File: config.mk
export PLATFORM = sky130hd
export DESIGN_NAME = seg7_scan_driver
export DESIGN_NICKNAME = d
export VERILOG_FILES = /design/src/rtl/seg7_pkg.sv /design/src/rtl/hex_to_7seg.sv /design/src/rtl/seg7_scan_driver.sv
export SDC_FILE = /design/constraint.sdc
export NUM_CORES = 1
export LEC_CHECK = 0
export ABC_AREA = 0
export BUFFER_PORTS_ARGS = -buffer_cell sky130_fd_sc_hd__buf_2
export CAP_MARGIN = 20
export CORE_ASPECT_RATIO = 0.5
export CORE_MARGIN = 1.5
export CORE_UTILIZATION = 28
export DETAILED_ROUTE_END_ITERATION = 16
export HOLD_SLACK_MARGIN = 0.03
export PLACE_DENSITY_LB_ADDON = 0.3
export RECOVER_POWER = 25
export SKIP_LAST_GASP = 1
export SLEW_MARGIN = 20
export SYNTH_ARGS = -nofsm -noshare
export SYNTH_HDL_FRONTEND = slang
export SYNTH_SLANG_ARGS = --single-unit
File: constraint.sdc
create_clock -name clk -period 5.2 [get_ports clk]
set_input_delay 0.52 -clock clk [delete_from_list [all_inputs] [get_ports clk]]
set_output_delay 0.52 -clock clk [all_outputs]
set_load 0.03 [all_outputs]
File: src/rtl/seg7_pkg.sv
// Shared constants for the seven-segment display blocks.
// Segment patterns are abcdefg, active-high, with segment a at bit 6.
package seg7_pkg;

  localparam int unsigned SEG_W    = 7;
  localparam int unsigned NIBBLE_W = 4;

  localparam logic [SEG_W-1:0] SEG_0 = 7'b1111110;
  localparam logic [SEG_W-1:0] SEG_1 = 7'b0110000;
  localparam logic [SEG_W-1:0] SEG_2 = 7'b1101101;
  localparam logic [SEG_W-1:0] SEG_3 = 7'b1111001;
  localparam logic [SEG_W-1:0] SEG_4 = 7'b0110011;
  localparam logic [SEG_W-1:0] SEG_5 = 7'b1011011;
  localparam logic [SEG_W-1:0] SEG_6 = 7'b1011111;
  localparam logic [SEG_W-1:0] SEG_7 = 7'b1110000;
  localparam logic [SEG_W-1:0] SEG_8 = 7'b1111111;
  localparam logic [SEG_W-1:0] SEG_9 = 7'b1111011;
  localparam logic [SEG_W-1:0] SEG_A = 7'b1110111;
  localparam logic [SEG_W-1:0] SEG_B = 7'b0011111;
  localparam logic [SEG_W-1:0] SEG_C = 7'b1001110;
  localparam logic [SEG_W-1:0] SEG_D = 7'b0111101;
  localparam logic [SEG_W-1:0] SEG_E = 7'b1001111;
  localparam logic [SEG_W-1:0] SEG_F = 7'b1000111;

endpackage

File: src/rtl/hex_to_7seg.sv
// Combinational hex nibble to seven-segment pattern decoder.
module hex_to_7seg
  import seg7_pkg::*;
(
  input  logic [NIBBLE_W-1:0] nibble,
  output logic [SEG_W-1:0]    seg
);

  always_comb begin
    seg = SEG_0;
    unique case (nibble)
      4'h0: seg = SEG_0;
      4'h1: seg = SEG_1;
      4'h2: seg = SEG_2;
      4'h3: seg = SEG_3;
      4'h4: seg = SEG_4;
      4'h5: seg = SEG_5;
      4'h6: seg = SEG_6;
      4'h7: seg = SEG_7;
      4'h8: seg = SEG_8;
      4'h9: seg = SEG_9;
      4'hA: seg = SEG_A;
      4'hB: seg = SEG_B;
      4'hC: seg = SEG_C;
      4'hD: seg = SEG_D;
      4'hE: seg = SEG_E;
      4'hF: seg = SEG_F;
      default: seg = SEG_0;
    endcase
  end

endmodule

File: src/rtl/seg7_scan_driver.sv
// Multiplexed seven-segment scan driver with shadow-buffered, tear-free updates,
// anti-ghost blanking at each slot start and optional leading-zero suppression.
module seg7_scan_driver
  import seg7_pkg::*;
#(
  parameter int unsigned DIGITS        = 4,
  parameter int unsigned REFRESH_DIV   = 50000,
  parameter int unsigned BLANK_CYC     = 2,
  parameter bit          AN_ACTIVE_LOW = 1'b1
) (
  input  logic                         clk,
  input  logic                         rst,
  input  logic                         enable,
  input  logic                         load,
  input  logic [NIBBLE_W*DIGITS-1:0]   value,
  input  logic [DIGITS-1:0]            dp_in,
  input  logic                         lz_suppress,
  output logic [SEG_W-1:0]             seg,
  output logic                         dp_out,
  output logic [DIGITS-1:0]            an,
  output logic                         frame_done
);

  localparam int unsigned PW = $clog2(REFRESH_DIV);
  localparam int unsigned DW = (DIGITS > 1) ? $clog2(DIGITS) : 1;

  localparam logic [PW-1:0]     PRE_LAST = PW'(REFRESH_DIV - 1);
  localparam logic [DW-1:0]     DIG_LAST = DW'(DIGITS - 1);
  localparam logic [DIGITS-1:0] AN_OFF   = AN_ACTIVE_LOW ? {DIGITS{1'b1}} : {DIGITS{1'b0}};

  logic [PW-1:0]                presc_q, presc_d;
  logic [DW-1:0]                digit_q, digit_d;
  logic [NIBBLE_W*DIGITS-1:0]   shadow_val_q, shadow_val_d;
  logic [DIGITS-1:0]            shadow_dp_q, shadow_dp_d;
  logic                         pending_q, pending_d;
  logic [NIBBLE_W*DIGITS-1:0]   disp_val_q, disp_val_d;
  logic [DIGITS-1:0]            disp_dp_q, disp_dp_d;
  logic [SEG_W-1:0]             seg_q, seg_d;
  logic                         dp_q, dp_d;
  logic [DIGITS-1:0]            an_q, an_d;

  logic                         slot_wrap;
  logic                         frame_wrap;
  logic [NIBBLE_W-1:0]          cur_nib;
  logic [SEG_W-1:0]             dec_seg;
  logic [DW-1:0]                hi_digit;
  logic                         suppress;
  logic                         blank;
  logic [DIGITS-1:0]            an_on;

  hex_to_7seg u_dec (
    .nibble (cur_nib),
    .seg    (dec_seg)
  );

  assign slot_wrap  = enable && (presc_q == PRE_LAST);
  assign frame_wrap = slot_wrap && (digit_q == DIG_LAST);
  assign cur_nib    = disp_val_q[digit_q*NIBBLE_W +: NIBBLE_W];
  assign blank      = 32'(presc_q) < BLANK_CYC;
  assign an_on      = DIGITS'(1) << digit_q;

  // Highest non-zero nibble; digit 0 is the floor so it is never suppressed.
  always_comb begin
    hi_digit = '0;
    for (int i = 0; i < int'(DIGITS); i++) begin
      if (disp_val_q[i*NIBBLE_W +: NIBBLE_W] != '0) hi_digit = DW'(i);
    end
  end

  assign suppress = lz_suppress && (digit_q > hi_digit);

  always_comb begin
    presc_d      = presc_q;
    digit_d      = digit_q;
    shadow_val_d = shadow_val_q;
    shadow_dp_d  = shadow_dp_q;
    pending_d    = pending_q;
    disp_val_d   = disp_val_q;
    disp_dp_d    = disp_dp_q;

    if (enable) begin
      if (slot_wrap) begin
        presc_d = '0;
        digit_d = (digit_q == DIG_LAST) ? '0 : digit_q + DW'(1);
      end else begin
        presc_d = presc_q + PW'(1);
      end
    end

    if (load) begin
      shadow_val_d = value;
      shadow_dp_d  = dp_in;
      pending_d    = 1'b1;
    end

    // A load landing on the boundary itself wins over the older shadow contents.
    if (frame_wrap) begin
      pending_d = 1'b0;
      if (load) begin
        disp_val_d = value;
        disp_dp_d  = dp_in;
      end else if (pending_q) begin
        disp_val_d = shadow_val_q;
        disp_dp_d  = shadow_dp_q;
      end
    end
  end

  always_comb begin
    seg_d = '0;
    dp_d  = 1'b0;
    an_d  = AN_OFF;
    if (enable && !blank) begin
      an_d  = AN_ACTIVE_LOW ? ~an_on : an_on;
      seg_d = suppress ? '0 : dec_seg;
      dp_d  = disp_dp_q[digit_q];
    end
  end

  always_ff @(posedge clk or posedge rst) begin
    if (rst) begin
      presc_q      <= '0;
      digit_q      <= '0;
      shadow_val_q <= '0;
      shadow_dp_q  <= '0;
      pending_q    <= 1'b0;
      disp_val_q   <= '0;
      disp_dp_q    <= '0;
      seg_q        <= '0;
      dp_q         <= 1'b0;
      an_q         <= AN_OFF;
    end else begin
      presc_q      <= presc_d;
      digit_q      <= digit_d;
      shadow_val_q <= shadow_val_d;
      shadow_dp_q  <= shadow_dp_d;
      pending_q    <= pending_d;
      disp_val_q   <= disp_val_d;
      disp_dp_q    <= disp_dp_d;
      seg_q        <= seg_d;
      dp_q         <= dp_d;
      an_q         <= an_d;
    end
  end

  assign seg        = seg_q;
  assign dp_out     = dp_q;
  assign an         = an_q;
  assign frame_done = frame_wrap;

endmodule

# Yosys cells after proc, flatten, opt, wreduce, memory -nomap -nowiden
# Memories as Yosys holds them, arrays and structs flattened.
# Cells that the tools add are included.
# Widths: inputs -> output; s select.
# word_totals
reg_bits	71
rom_bits	112
inputBits	25
output_inout_bits	13
word_cells	50
memories	1
# mem_list
name	words	word_bits	read_ports	rd_clocked_by_memory_dff	wr	line	source
(no name shown)	16	7	1	0	0	hex_to_7seg.sv:11	unique case (nibble)
# op_classes
n_addsub	2
magnitude_cmp	3
eq_ne	2
n_shift	2
mux	17
n_bitwise	1
n_reduce_logical	12
# ops
operator	n
$mux 16	3
$add 16x1->16 const B	1
$eq 16x16->1 const B	1
$lt 16x2->1 const B	1
$shiftx 16x5->4	1
$mux 7	2
$mux 4	3
$reduce_bool 4->1	3
$mux 2	3
$mux 1	5
$logic_and 1x1->1	4
$not 4->4	1
$reduce_and 2->1	2
$reduce_bool 2->1	2
$shl 1x2->4 const A	1
$lt 2x3->1 const B	1
$add 2x1->2 const B	1
$bmux 1 s2	1
$eq 2x2->1 const B	1
$gt 2x2->1	1
$logic_not 1->1	1

# Depth between registers and ports, before layout
# logic_depth
depth_word	8
depth_mapped	8
ltp_nobuf	7

# Hierarchy
# From an unflattened synthesis, not the netlist that was laid out.
# hier_totals
cells_unflattened	266
hier_area_um2	3485.8
# modules_own_cells
mod	n_inst	cells_per_inst	area_per_inst_um2	seq_area_each_um2
seg7_scan_driver	1	233	3195.6	1781.7
hex_to_7seg	1	33	290.3	0.0

# Least setup slack after synthesis
# No wires, ideal clock.
# synth_timing
kind	reg2out
startpoint	register presc_q[10]
endpoint	output port frame_done
arrival_time_ps	1853
required_time_ps	4680
setup_slack_ps	2827
stages_incl_launch_ff	4
cell_sequence	dfrtp_1 nor4_4 nand2_1 nor4_1
# synth_via
elab_chain_len	3
# synth_rtl
item	line	source
from (decl)	seg7_scan_driver.sv:31	logic [PW-1:0] presc_q, presc_d;
from (signal assigned)	seg7_scan_driver.sv:133	presc_q <= presc_d;
$eq 16x16->1	seg7_scan_driver.sv:56	assign slot_wrap = enable && (presc_q == PRE_LAST);
$logic_and 1x1->1	seg7_scan_driver.sv:56	
$logic_and 1x1->1	seg7_scan_driver.sv:57	assign frame_wrap = slot_wrap && (digit_q == DIG_LAST);
to (decl)	seg7_scan_driver.sv:21	output logic frame_done
# No other way between the ends.

# Worst setup path in the final report
# layout_timing
startpoint	register digit_q[1]
endpoint	output port frame_done
# layout_via
elab_chain_len	2
# layout_rtl
item	line	source
from (decl)	seg7_scan_driver.sv:32	logic [DW-1:0] digit_q, digit_d;
from (signal assigned)	seg7_scan_driver.sv:134	digit_q <= digit_d;
$eq 2x2->1	seg7_scan_driver.sv:57	
$logic_and 1x1->1	seg7_scan_driver.sv:57	
# No other way between the ends.

==> flow_summary_export.csv <==
group,metric,value,unit
die,pin_count,38,
power,power.total,1.42,mW
cts,cts_resized,0,
placed_design,detailedPlacementHpwl,4580,µm
route,total_iterations_of_the_first_detailed_routing_run,4,
placed_design,routability_cong,0.767,
route,vias,2152,
sta,timing.setup.tns,0,ps
route,detail_route.iter0.violations,111,
yosys,mappedNetlistArea,3440,µm²
critical_path,cp_max_fo,14,
critical_path,setup.worst_path.start_class,"flop",
cts,clock_insertion_delay_at_the_later_pin_of_the_skew_report,340,ps
sta,report.final.hold_viol_count,0,
outcome,outcome,"finished clean",
critical_path,critPathArrivalTime,2030,ps
die,die-area,13000,µm²
cts,cts_hold_repair.buffers,0,
yosys,yosysSeqAreaShare,51.8,%
finish,post_route_cell_area,4120,µm²
grt,global_route_wire_length_before_repair,11300,µm
cts,cts-htree-levels,3,
die,placeable_core_area,11900,µm²
power,leakagePower,1.93,nW
power,switchingPower,0.345,mW
grt,grt.total_usage,11.3,%
yosys,syn_area_per_cell,12.6,µm²
finish,layout-drive-gt1-share,28.4,%
critical_path,critical_path_required,4680,ps
critical_path,reg2reg_depth,7,
yosys,synth_flop_cell,"sky130_fd_sc_hd__dfrtp_1",
yosys,number_of_distinct_library_cells_after_synthesis,39,
yosys,yosys_warnings,0,
placed_design,io_buffer_count,37,
critical_path,cp_slowest_stage_delay,680,ps
route,drc_errors,0,
critical_path,endpoint_kind,"output port",
route,wl_per_cell,13.4,µm
sta,minimum_clock_period,2550,ps
cts,clock_sinks,71,
grt,globalRouteOverflowTotal,0,
yosys,syn-num-nets,310,
sta,timing.final.setup_violations,0,
yosys,synth-async-reset-ratio,100,%
job,max_cap_violations,0,
finish,finalCoreUtilization,34.6,%
critical_path,cell_chain_of_the_critical_path,"ha_1, inv_1, nor4_1, buf_2",
route,drt-total-wl,6460,µm
power,power.share.sequential,44.0,%
yosys,netlist.top_cell.by_area,"sky130_fd_sc_hd__dfrtp_1",
sta,skew,6.21,ps
finish,fin_nets,350,
grt,antenna_found_initial,0,
yosys,synthCells,272,
finish,layout.filler_cells,1214,
grt,first_global_vias,2231,
yosys,ys_seq_elements,71,
power,p_sw_share,24.2,%
die,floorplan.die.width,160,µm
sta,post-route-period-util,49.1,%
cts,cts.repair_timing.setup_buffer_count,0,
cts,clk_transition_reported_paths,60,ps
sta,fmax,392,MHz
die,floorplan.rows,28,
power,comb_pwr_share,8.9,%
die,fp.dieH,81.4,µm
sta,drv_slew,0,
cts,tritoncts,"yes",
finish,antenna_cells,0,
power,irDropWorstVdd,132,µV
cts,cts_inserted_buffers,9,
yosys,biggest_area_contributors_in_the_synthesized_netlist,"sky130_fd_sc_hd__dfrtp_1, sky130_fd_sc_hd__mux2_4, sky130_fd_sc_hd__mux2_2",
route,drt-vias-per-instance,4.46,
power,power_per_cell_area,346,nW/µm²
cts,cts-root-to-sink-buffers,2,
placed_design,worst_slack_placed,2830,ps
power,clkPwrFrac,47.1,%
sta,postLayoutSetupSlackWorst,2650,ps
finish,syn2layout_area_growth,19.8,%
power,intPower,1.08,mW
sta,worstMarginPinSlew,1220,ps
yosys,synth_top_area_share,48.7,%
sta,unrepaired_setup_endpoints_after_global_routing,"no",
placed_design,placement.cell_area,3790,µm²
grt,pin_count_of_the_biggest_net_entering_global_routing,61,
critical_path,timing.setup.critical_path_class,"flop to output port",
die,initial_core_utilization,28.9,%
sta,maxSlewHeadroom,18.6,%
min_path,timing.hold.worst.class,"input port to async pin",
critical_path,crit_slowest_cell,"sky130_fd_sc_hd__dfrtp_1",
route,antenna_left,0,
yosys,synth-edff-count,0,
cts,cts_root_buffer_type,"sky130_fd_sc_hd__clkbuf_16",
cells in the mapped netlist, types with 3 or more instances:
cell and number:
sky130_fd_sc_hd__dfstp_2 4, sky130_fd_sc_hd__nand4_1 8, sky130_fd_sc_hd__a21oi_1 5, sky130_fd_sc_hd__xnor2_1 7, sky130_fd_sc_hd__clkbuf_1 3, sky130_fd_sc_hd__mux4_2 4, sky130_fd_sc_hd__ha_1 13, sky130_fd_sc_hd__nor2_1 17
sky130_fd_sc_hd__nand3_1 7, sky130_fd_sc_hd__nor4_1 4, sky130_fd_sc_hd__xor2_1 9, sky130_fd_sc_hd__and3_1 3, sky130_fd_sc_hd__o21ai_0 9, sky130_fd_sc_hd__nand2_1 17, sky130_fd_sc_hd__dfrtp_1 67, sky130_fd_sc_hd__nor3_1 5
sky130_fd_sc_hd__mux2i_1 5, sky130_fd_sc_hd__inv_1 9, sky130_fd_sc_hd__mux2_4 20, sky130_fd_sc_hd__buf_1 3, sky130_fd_sc_hd__or4_1 3, sky130_fd_sc_hd__mux2_2 22, sky130_fd_sc_hd__a211oi_1 5
registers in the layout (all words and copies together) (netlist names), 2 cells and up:
name / cells
an: 4
shadow_dp_q: 4
shadow_val_q: 16
digit_q: 2
disp_dp_q: 4
presc_q: 16
disp_val_q: 16
seg: 7
worst paths after layout:
path	from	to	slack (ps)
worst max-delay path	digit_q[1]	frame_done	2650
worst min-delay path	rst	dp_out	180
worst max register to register	disp_val_q[10]	seg[0]	2840
worst min register to register	shadow_dp_q[1]	shadow_dp_q[1]	490
max in group asynchronous	rst	shadow_val_q[3]	3920
min in group clk	value[1]	shadow_val_q[1]	430
final cells by class:
type | instances | area [µm²] | area share (%)
Multi-Input combinational cell | 183 | 1570 | 38.2
Sequential cell | 71 | 1780 | 43.3
Clock buffer | 10 | 239 | 5.80
Inverter | 9 | 33.8 | 0.820
Tap cell | 165 | 206 | 5.01
Clock inverter | 6 | 92.6 | 2.25
Timing Repair Buffer | 38 | 191 | 4.65
power by group through the flow:
stage	Clock (mW)	Combinational (mW)	Sequential [mW]
floorplan	0	0.0874	0.641
global placement	0	0.134	0.637
detailed placement	0	0.133	0.637
CTS	0.692	0.134	0.627
global route	0.720	0.144	0.633
finish	0.671	0.127	0.627
worst max-delay path: cells and delay by family (launching register included):
family | cells | cell delay, ps
and+or+nand+nor | 1 | 370
buffers and inverters | 2 | 320
DFF | 1 | 680
adders and majority gates | 1 | 320
logic make-up after synthesis:
group,synth area share [%]
adders and majority gates,4.73
buffers and inverters,2.44
xor gates and xnor gates,4.07
DFF,51.8
AOI/OAI and AO/OA,5.57
muxes,20.0
and+or+nand+nor,11.4
through the flow:
stage | std cells | hold WS, ps
floorplan | 272 | 470
global placement | 466 | 458
detailed placement | 466 | 466
CTS | 482 | 108
global route | 482 | 228
finish | 482 | 183
layout by cell type (no fill, tap or decap), types with 8 or more instances in the layout:
cell,n
sky130_fd_sc_hd__nand2_1,17
sky130_fd_sc_hd__mux2_1,18
sky130_fd_sc_hd__dfrtp_1,67
sky130_fd_sc_hd__buf_2,36
sky130_fd_sc_hd__inv_1,9
sky130_fd_sc_hd__nand4_1,8
sky130_fd_sc_hd__nor2_1,17
sky130_fd_sc_hd__o21ai_0,9
sky130_fd_sc_hd__xor2_1,9
sky130_fd_sc_hd__ha_1,13
sky130_fd_sc_hd__clkbuf_16,9
sky130_fd_sc_hd__mux2_4,20
per-layer routing:
metal  routed length [µm]  up-vias  global-route usage (%)
met5                    0        -                       0
li1                     -     1062                       -
met3                  132        8                    3.68
met2                 3030       25                    18.2
met4                   97        0                    4.53
met1                 3200     1057                    14.3
Power figures use the tool's default switching activity.
